==> config.mk <==
export PLATFORM = sky130hd
export DESIGN_NAME = core_lsq_issue
export DESIGN_NICKNAME = d
export VERILOG_FILES = /design/src/rtl/core_lsq_issue.sv
export SDC_FILE = /design/constraint.sdc
export NUM_CORES = 1
export LEC_CHECK = 0
export BUFFER_PORTS_ARGS = -buffer_cell sky130_fd_sc_hd__buf_2
export CORE_ASPECT_RATIO = 1.75
export CORE_UTILIZATION = 41
export DETAILED_ROUTE_END_ITERATION = 6
export PLACE_DENSITY_LB_ADDON = 0.3
export SLEW_MARGIN = 20
export SYNTH_ARGS = -nofsm -noshare
export SYNTH_HDL_FRONTEND = slang
export SYNTH_SLANG_ARGS = --single-unit
==> constraint.sdc <==
create_clock -name clk -period 5.6 [get_ports clk]
set_input_delay 1.12 -clock clk [delete_from_list [all_inputs] [get_ports clk]]
set_output_delay 1.12 -clock clk [all_outputs]
set_load 0.03 [all_outputs]
==> src/rtl/core_lsq_issue.sv <==
// core_lsq_issue: load/store issue stage with address generation, alignment check, request FIFO and MAU dispatch.
module core_lsq_issue #(
    parameter int AW    = 32,
    parameter int DW    = 32,
    parameter int DEPTH = 2,
    parameter int TAGW  = 5
) (
    input  logic            clk,
    input  logic            rst,
    input  logic            ex_valid,
    output logic            ex_ready,
    input  logic [1:0]      ex_op,
    input  logic [AW-1:0]   ex_base,
    input  logic [15:0]     ex_offset,
    input  logic [DW-1:0]   ex_sdata,
    input  logic [TAGW-1:0] ex_rd,
    input  logic            flush,
    output logic            mau_dis,
    output logic            mau_flush,
    output logic [1:0]      mau_op,
    output logic [AW-1:0]   mau_addr,
    output logic [DW-1:0]   datain,
    input  logic [DW-1:0]   data_out,
    input  logic            busy,
    output logic            wb_valid,
    output logic [TAGW-1:0] wb_rd,
    output logic [DW-1:0]   wb_data,
    output logic            exc_misalign,
    output logic [AW-1:0]   exc_addr
);
    localparam int PW = $clog2(DEPTH);
    localparam logic [PW:0] FULL = DEPTH[PW:0];

    logic [1:0]      q_op   [DEPTH];
    logic [AW-1:0]   q_addr [DEPTH];
    logic [DW-1:0]   q_data [DEPTH];
    logic [TAGW-1:0] q_rd   [DEPTH];
    logic [PW-1:0]   wp, rp;
    logic [PW:0]     count;
    logic            inflight, busy_q;
    logic [1:0]      lat_op, lat_lo;
    logic [TAGW-1:0] lat_rd;
    logic [AW-1:0]   addr;
    logic            accept, mis, push, pop, done;

    assign ex_ready = count != FULL;
    assign addr     = ex_base + {{(AW-16){ex_offset[15]}}, ex_offset};
    assign accept   = ex_valid & ex_ready & !flush;
    assign mis      = !ex_op[0] & (addr[1:0] != 2'b00);
    assign push     = accept & !mis;
    assign pop      = (count != '0) & !busy & !inflight & !flush;
    assign done     = busy_q & !busy & inflight;

    always_ff @(posedge clk) begin
        if (push) begin
            q_op[wp]   <= ex_op;
            q_addr[wp] <= addr;
            q_data[wp] <= (ex_op == 2'b11) ? {(DW/8){ex_sdata[7:0]}} : ex_sdata;
            q_rd[wp]   <= ex_rd;
        end
    end

    always_ff @(posedge clk or posedge rst) begin
        if (rst) begin
            wp           <= '0;
            rp           <= '0;
            count        <= '0;
            inflight     <= 1'b0;
            busy_q       <= 1'b0;
            lat_op       <= '0;
            lat_lo       <= '0;
            lat_rd       <= '0;
            mau_dis      <= 1'b0;
            mau_flush    <= 1'b0;
            mau_op       <= '0;
            mau_addr     <= '0;
            datain       <= '0;
            wb_valid     <= 1'b0;
            wb_rd        <= '0;
            wb_data      <= '0;
            exc_misalign <= 1'b0;
            exc_addr     <= '0;
        end else begin
            mau_dis      <= pop;
            mau_flush    <= flush & inflight;
            wb_valid     <= done & !flush & !lat_op[1];
            exc_misalign <= accept & mis;
            busy_q       <= busy;
            if (accept & mis)
                exc_addr <= addr;
            if (flush) begin
                wp       <= '0;
                rp       <= '0;
                count    <= '0;
                inflight <= 1'b0;
            end else begin
                if (push)
                    wp <= wp + 1'b1;
                if (pop)
                    rp <= rp + 1'b1;
                count <= (push && !pop) ? count + 1'b1 : (pop && !push) ? count - 1'b1 : count;
                if (pop) begin
                    inflight <= 1'b1;
                    lat_op   <= q_op[rp];
                    lat_rd   <= q_rd[rp];
                    lat_lo   <= q_addr[rp][1:0];
                    mau_op   <= q_op[rp];
                    mau_addr <= q_addr[rp];
                    datain   <= q_data[rp];
                end else if (done) begin
                    inflight <= 1'b0;
                end
                // LB returns the addressed little-endian byte, zero-extended
                if (done & !lat_op[1]) begin
                    wb_rd   <= lat_rd;
                    wb_data <= lat_op[0] ? {{(DW-8){1'b0}}, data_out[{lat_lo, 3'b000} +: 8]} : data_out;
                end
            end
        end
    end
endmodule
; ---- Word-level counts from Yosys, hierarchy flattened
; Memory sizes are Yosys's and may differ from the RTL's. A register that Yosys moved wholly into a read port is not among the register bits.
; Cells that the tools add are included.
[word_totals]
memories = 4
word_cells = 73
out_inout_bits = 140
ff_bits = 113
input_bits = 124
mem_bits_rw = 142
[classes]
reduce_logical = 18
n_shift = 1
mux = 14
bitwise = 15
eq_ne = 2
addsub = 5
[mem_list]
columns = name, words, word_bits, read_ports, rd_ports_with_merged_regs, wr, line_no
row1 = q_addr, 2, 32, 1, 0, 1, 35  ; logic [AW-1:0] q_addr [DEPTH];
row2 = q_data, 2, 32, 1, 1, 1, 36  ; logic [DW-1:0] q_data [DEPTH];
row3 = q_rd, 2, 5, 1, 1, 1, 37  ; logic [TAGW-1:0] q_rd [DEPTH];
row4 = q_op, 2, 2, 1, 1, 1, 34  ; logic [1:0] q_op [DEPTH];
[ops]
columns = op, count
row1 = 2-to-1 mux 32 bit, 2
row2 = adder 32 bit, 1
row3 = variable part select 32 x 6 -> 8 bit, 1
row4 = bitwise AND 1 bit, 14
row5 = 2-to-1 mux 1 bit, 9
row6 = zero test 1 bit, 8
row7 = nonzero test 2 bit, 4
row8 = 2-to-1 mux 2 bit, 3
row9 = nonzero test 3 bit, 2
row10 = AND reduction 2 bit, 2
row11 = "adder 1 bit, second input constant", 2
row12 = "adder 2 x 1 -> 2 bit, second input constant", 1
row13 = "== test 2 bit, second input constant", 1
row14 = logical AND 1 bit, 2
row15 = "!= test 2 bit, second input constant", 1
row16 = "subtractor 2 x 1 -> 2 bit, second input constant", 1
row17 = NOT 1 bit, 1

; ---- Depth between registers and ports, before layout
[logic_depth]
word_depth = 10
ltp_mapped = 10
ltp_nobuf = 10

; ---- Worst setup path after synthesis
; Ideal clock, no wire load.
[synth_path]
path_type = input -> register
startpoint = input port ex_base[0]
endpoint = memory q_addr[0][0] (enable)
required_ps = 5098
arrival_ps = 5089
path_stages = 6
setup_slack_ps = 9
path_buffers = 0
setup_ps = 502
path_cell_list = ha_1 inv_1 fa_1 a21oi_1 nand2b_1 nor2_1
[synth_via]
elab_chain_len = 7
[synth_lines]
columns = element, line_no
row1 = start: declaration, 13  ; input logic [AW-1:0] ex_base,
row2 = adder 32 bit, 47  ; assign addr = ex_base + {{(AW-16){ex_offset[15]}}, ex_offset};
row3 = nonzero test 2 bit, 49  ; assign mis = !ex_op[0] & (addr[1:0] != 2'b00);
row4 = bitwise AND 1 bit, 49
row5 = zero test 1 bit, 50  ; assign push = accept & !mis;
row6 = bitwise AND 1 bit, 50
row7 = 2-to-1 mux 1 bit, 55  ; if (push) begin
row8 = 2-to-1 mux 1 bit (implied by the code), 57  ; q_addr[wp] <= addr;
row9 = end: declaration, 35
; No other way between the ends.

; ---- Worst setup path after layout
[layout_path]
startpoint = input port ex_offset[15]
endpoint = register exc_addr[30]
[layout_via]
elab_chain_len = 1
[layout_lines]
columns = element, line_no
row1 = start: declaration, 14  ; input logic [15:0] ex_offset,
row2 = adder 32 bit, 47
row3 = named net addr[30], 43  ; logic [AW-1:0] addr;
row4 = end signal: assignment, 90  ; exc_addr <= addr;
row5 = end: declaration, 29  ; output logic [AW-1:0] exc_addr
; The timed path passes the listed nets, and every way through them passes these cells.
; A chain may end at the register's enable or synchronous reset.

==> results.txt <==
The run finished with clean final reports. The width of the die is ~140 µm. Global routing finished with a remaining overflow of 0. The top achievable clock speed came out at between 200 and 300 MHz. The flop-to-flop setup slack is around 3.2 ns. The path category of the worst min-delay check is flip-flop to flip-flop. The routed wire length is 32000 µm. Setup repair after global routing left no endpoint under its margin. Entering global routing, the biggest net connects 88 pins. The part of the total power dissipated in combinational logic came out at 32.4%.

The count of pins on the block boundary came out at 264. The number of sinks handled by clock tree synthesis came out at between 200 and 300. For the final routed database, the setup TNS stands at 0 ns.

Post-CTS repair changed the size of 0 cells. The number of antenna-violating nets in the routed design is 0. The net switching power came out at 2690 µW. The leakage component of the power is 0.00664 µW. The instance area after placement came out at 14500 µm². The final routed DRC violation total came out at 0. The cell-internal power is 4450 µW.

In this run, the number of DRC markers left after iteration 0 of detailed routing was 448. The count of maximum capacitance violations is 0. The slew at the pin closest to its max-slew limit came out at 1.02 ns. From synthesis to final layout, the design area changed by 19.4%. The via count of the first global-routing pass came out at 8997. The number of buffers inserted to repair setup after CTS came out at 0. Yosys attributes the largest share of cell area to edfxtp_1 (33%), dfrtp_1 (29%), mux2i_1 (5.7%), a21oi_1 (4.8%), nand2_1 (3.5%).

The count of endpoints failing setup in the final report is 0. The via count normalized by instance count is ~5.2. The worst-case clock skew is ~0.0067 ns. The worst slew margin relative to its limit is 31.6%. At the end of the flow the core is filled with cells to between 40% and 50%.

The floorplan has 85 rows. Among all flip-flop cells after synthesis, the most frequent one is dfrtp_1. The via count came out at between 9000 and 10000. The endpoint required time on the critical path is around 6 ns. The total count of max-transition violations in the final report came to 0.

The die covers 32100 µm². The number of buffers on the longest clock path is 3. In the final routed layout, each cell accounts on average for 18.4 µm.

STA classifies the critical path startpoint as an input pin. The sequential element share of the synthesized area is 62.4%. Overall power consumption after layout is estimated at around 7100 µW. For this run, the number of Yosys warnings is 0. The number of diodes added for antenna fixing is 0. The post-synthesis async set-or-reset flop share came out at roughly half. The data arrival time of the critical path came out at 3.78 ns. During placement, the flow inserted port buffers numbering 263. Sequential cells account for 43.0% of the total power. The fraction of power spent switching nets came out at 37.6%.

The post-synthesis area per instance came out at approximately 12 µm². The worst setup path is of the input pin to flip-flop kind. The cell count after synthesis is 1089. The final cell area excluding filler cells came out at 15300 µm². The final non-filler cell total is 1740.

After synthesis, the netlist uses 60 different library cells. The cell chosen for the clock root is clkbuf_16. The ratio of cells with drive above 1 in the final layout is 25.9%. The element type at the critical path end is a flip-flop.

The core area is 30800 µm². The synthesized design devotes to its leading area cell type 33.2% of total area. TritonCTS built the clock tree. The number of nets at the end of the flow came out at around 1500. TritonCTS created 25 clock buffers. The number of placed instances, taps included, is 1694. At the end of routability-driven placement, the weighted congestion stood at around 0.95. Once the floorplan was initialized, standard cells occupied between 40% and 50% of the core. The vertical die dimension is 236 µm. In this run the number of H-tree levels came out at 1. The post-route clock period utilization is 60.1%.

The clock-pin slew reported for the worst setup and hold paths after clock tree synthesis is 0.07 ns. The biggest area contributor in the post-synthesis netlist is edfxtp_1. The clock latency on the worst-skew pair is approximately 0.53 ns.

The number of hold violations in the final report was 0. The count of hold-fix buffers inserted at cts came out at 0. The length of the first detailed-routing pass in iterations came out at 5. Counting I/O delays and the setup requirement, the final critical path takes 3.36 ns. The number of storage elements in the synthesis netlist came out at between 200 and 300. Per report_power, the clock group accounts for 24.5% of the total.

The maximum resistive drop on vdd is 0.287 mV. The synthesized cell area came out at 12800 µm². The number of enable flip-flop cells after synthesis came out at 142. The initial antenna violation count is 0. The power per unit of standard cell area came out at 465 nW/µm². For this run, the total global-route usage over all layers was measured as between 15 and 20%.

The highest net fanout along the worst path is 17. The placed wire-length estimate came out at roughly 23000 µm. The synthesized net count is 1245.

The first global-routing pass estimated around 49000 µm of wire.
routing by layer:
layer	GRT usage [%]	vias to the layer above	wire length, µm
li1	-	4374	-
met3	1.93	65	1210
met5	0	-	0
met2	38.0	262	17800
met1	21.7	4355	11700
met4	9.06	0	1310
path summary, 6_finish.rpt:
kind	startpoint	endpoint	cells past startpoint
max in group asynchronous	rst	datain[26]$_DFFE_PP0P_	3
min in group asynchronous	rst	exc_addr[1]$_DFFE_PP0P_	2
setup / recovery	ex_offset[15]	exc_addr[30]$_DFFE_PP0P_	9
hold reg to reg	wb_rd[1]$_DFFE_PP0P_	wb_rd[1]$_DFFE_PP0P_	2
hold / removal	wb_rd[1]$_DFFE_PP0P_	wb_rd[1]$_DFFE_PP0P_	2
setup reg to reg	inflight$_DFFE_PP0P_	mau_addr[20]$_DFFE_PP0P_	6
final cells by class:
type	instances	area (µm²)
clock buffer	31	668
clock inverter	15	161
fill	2821	15500
inverter	27	106
multi-input combinational	709	4490
sequential	292	8020
tap	391	489
timing repair buffer	275	1410
flip-flops by register name (all words and copies together), names as in the netlist, 2 cells and up:
| name | count |
|---|---|
| q_addr | 64 |
| q_data | 64 |
| datain | 32 |
| exc_addr | 32 |
| mau_addr | 32 |
| wb_data | 32 |
| q_rd | 10 |
| lat_rd | 5 |
| wb_rd | 5 |
| q_op | 4 |
| count | 2 |
| lat_op | 2 |
cell usage after synthesis (all sizes together), types with 3 or more instances:
master / n
dfrtp: 150
a31oi: 8
mux2: 18
a21boi: 3
o211ai: 4
nor2: 103
and3: 14
and2: 9
o21a: 4
xnor2: 19
nand2: 121
mux2i: 73
a21o: 36
nor2b: 3
o21ai: 43
o31ai: 13
buf: 18
inv: 27
a21oi: 124
ha: 31
nand4: 9
nor3: 3
clkbuf: 43
nand2b: 5
nand3: 12
xor2: 14
o22ai: 8
edfxtp: 142
or3: 3
layout by cell type (no fill, tap or decap), types with 3 or more instances in the layout:
master / instances
o22ai_1: 8
and3_1: 13
ha_1: 31
buf_4: 12
bufinv_16: 3
nand2b_1: 5
inv_6: 3
inv_1: 26
o21a_1: 4
o31ai_1: 13
o211ai_1: 4
o21ai_0: 40
nor2_1: 100
nand2_1: 121
nor2_4: 3
and2_1: 8
a21oi_1: 124
buf_2: 263
nand3_1: 12
mux2i_1: 73
edfxtp_1: 142
nand4_1: 9
a21o_1: 35
mux2_2: 18
clkbuf_16: 25
nor3_1: 3
a21boi_0: 3
a31oi_1: 6
xnor2_1: 19
clkinv_2: 6
dfrtp_1: 149
clkbuf_1: 4
or3_1: 3
xor2_1: 14
worst max-delay path, cell delays in order:
cell and delay [ns]:
buf_2 0.21, ha_1 0.49, nand2_1 0.21, o21ai_0 0.59, nor2_1 0.11, a31oi_2 0.38
a41oi_1 0.19, xnor2_1 0.19, mux2_2 0.27
power by group through the flow:
| stage | clock network, µW | logic, µW | registers [µW] |
|---|---|---|---|
| 3_3_place_gp | 0 | 2310 | 3110 |
| 5_1_grt | 1890 | 2490 | 3130 |
| 2_1_floorplan | 0 | 843 | 3800 |
| 6_report | 1750 | 2320 | 3070 |
| 3_5_place_dp | 0 | 2340 | 3120 |
| 4_1_cts | 1800 | 2340 | 3080 |
kinds of logic (layout without fill, tap and decap cells):
family,Yosys count,count (layout),share of synthesized area [%]
AOI/OAI and AO/OA,262,262,12.3
xor gates and xnor gates,33,33,2.25
adders and majority gates,32,32,3.17
buffers and inverters,88,348,2.80
DFF,292,292,62.4
muxes,91,91,7.26
and+or+nand+nor,291,291,9.81
through the flow:
stage               setup WS [ns]  hold WS (ns)
global route                 2.21         0.487
global placement             1.82         0.450
floorplan                 0.00865         0.439
finish                       2.24         0.470
CTS                          2.34         0.473
detailed placement           1.77         0.456
Power figures use the tool's default switching activity.
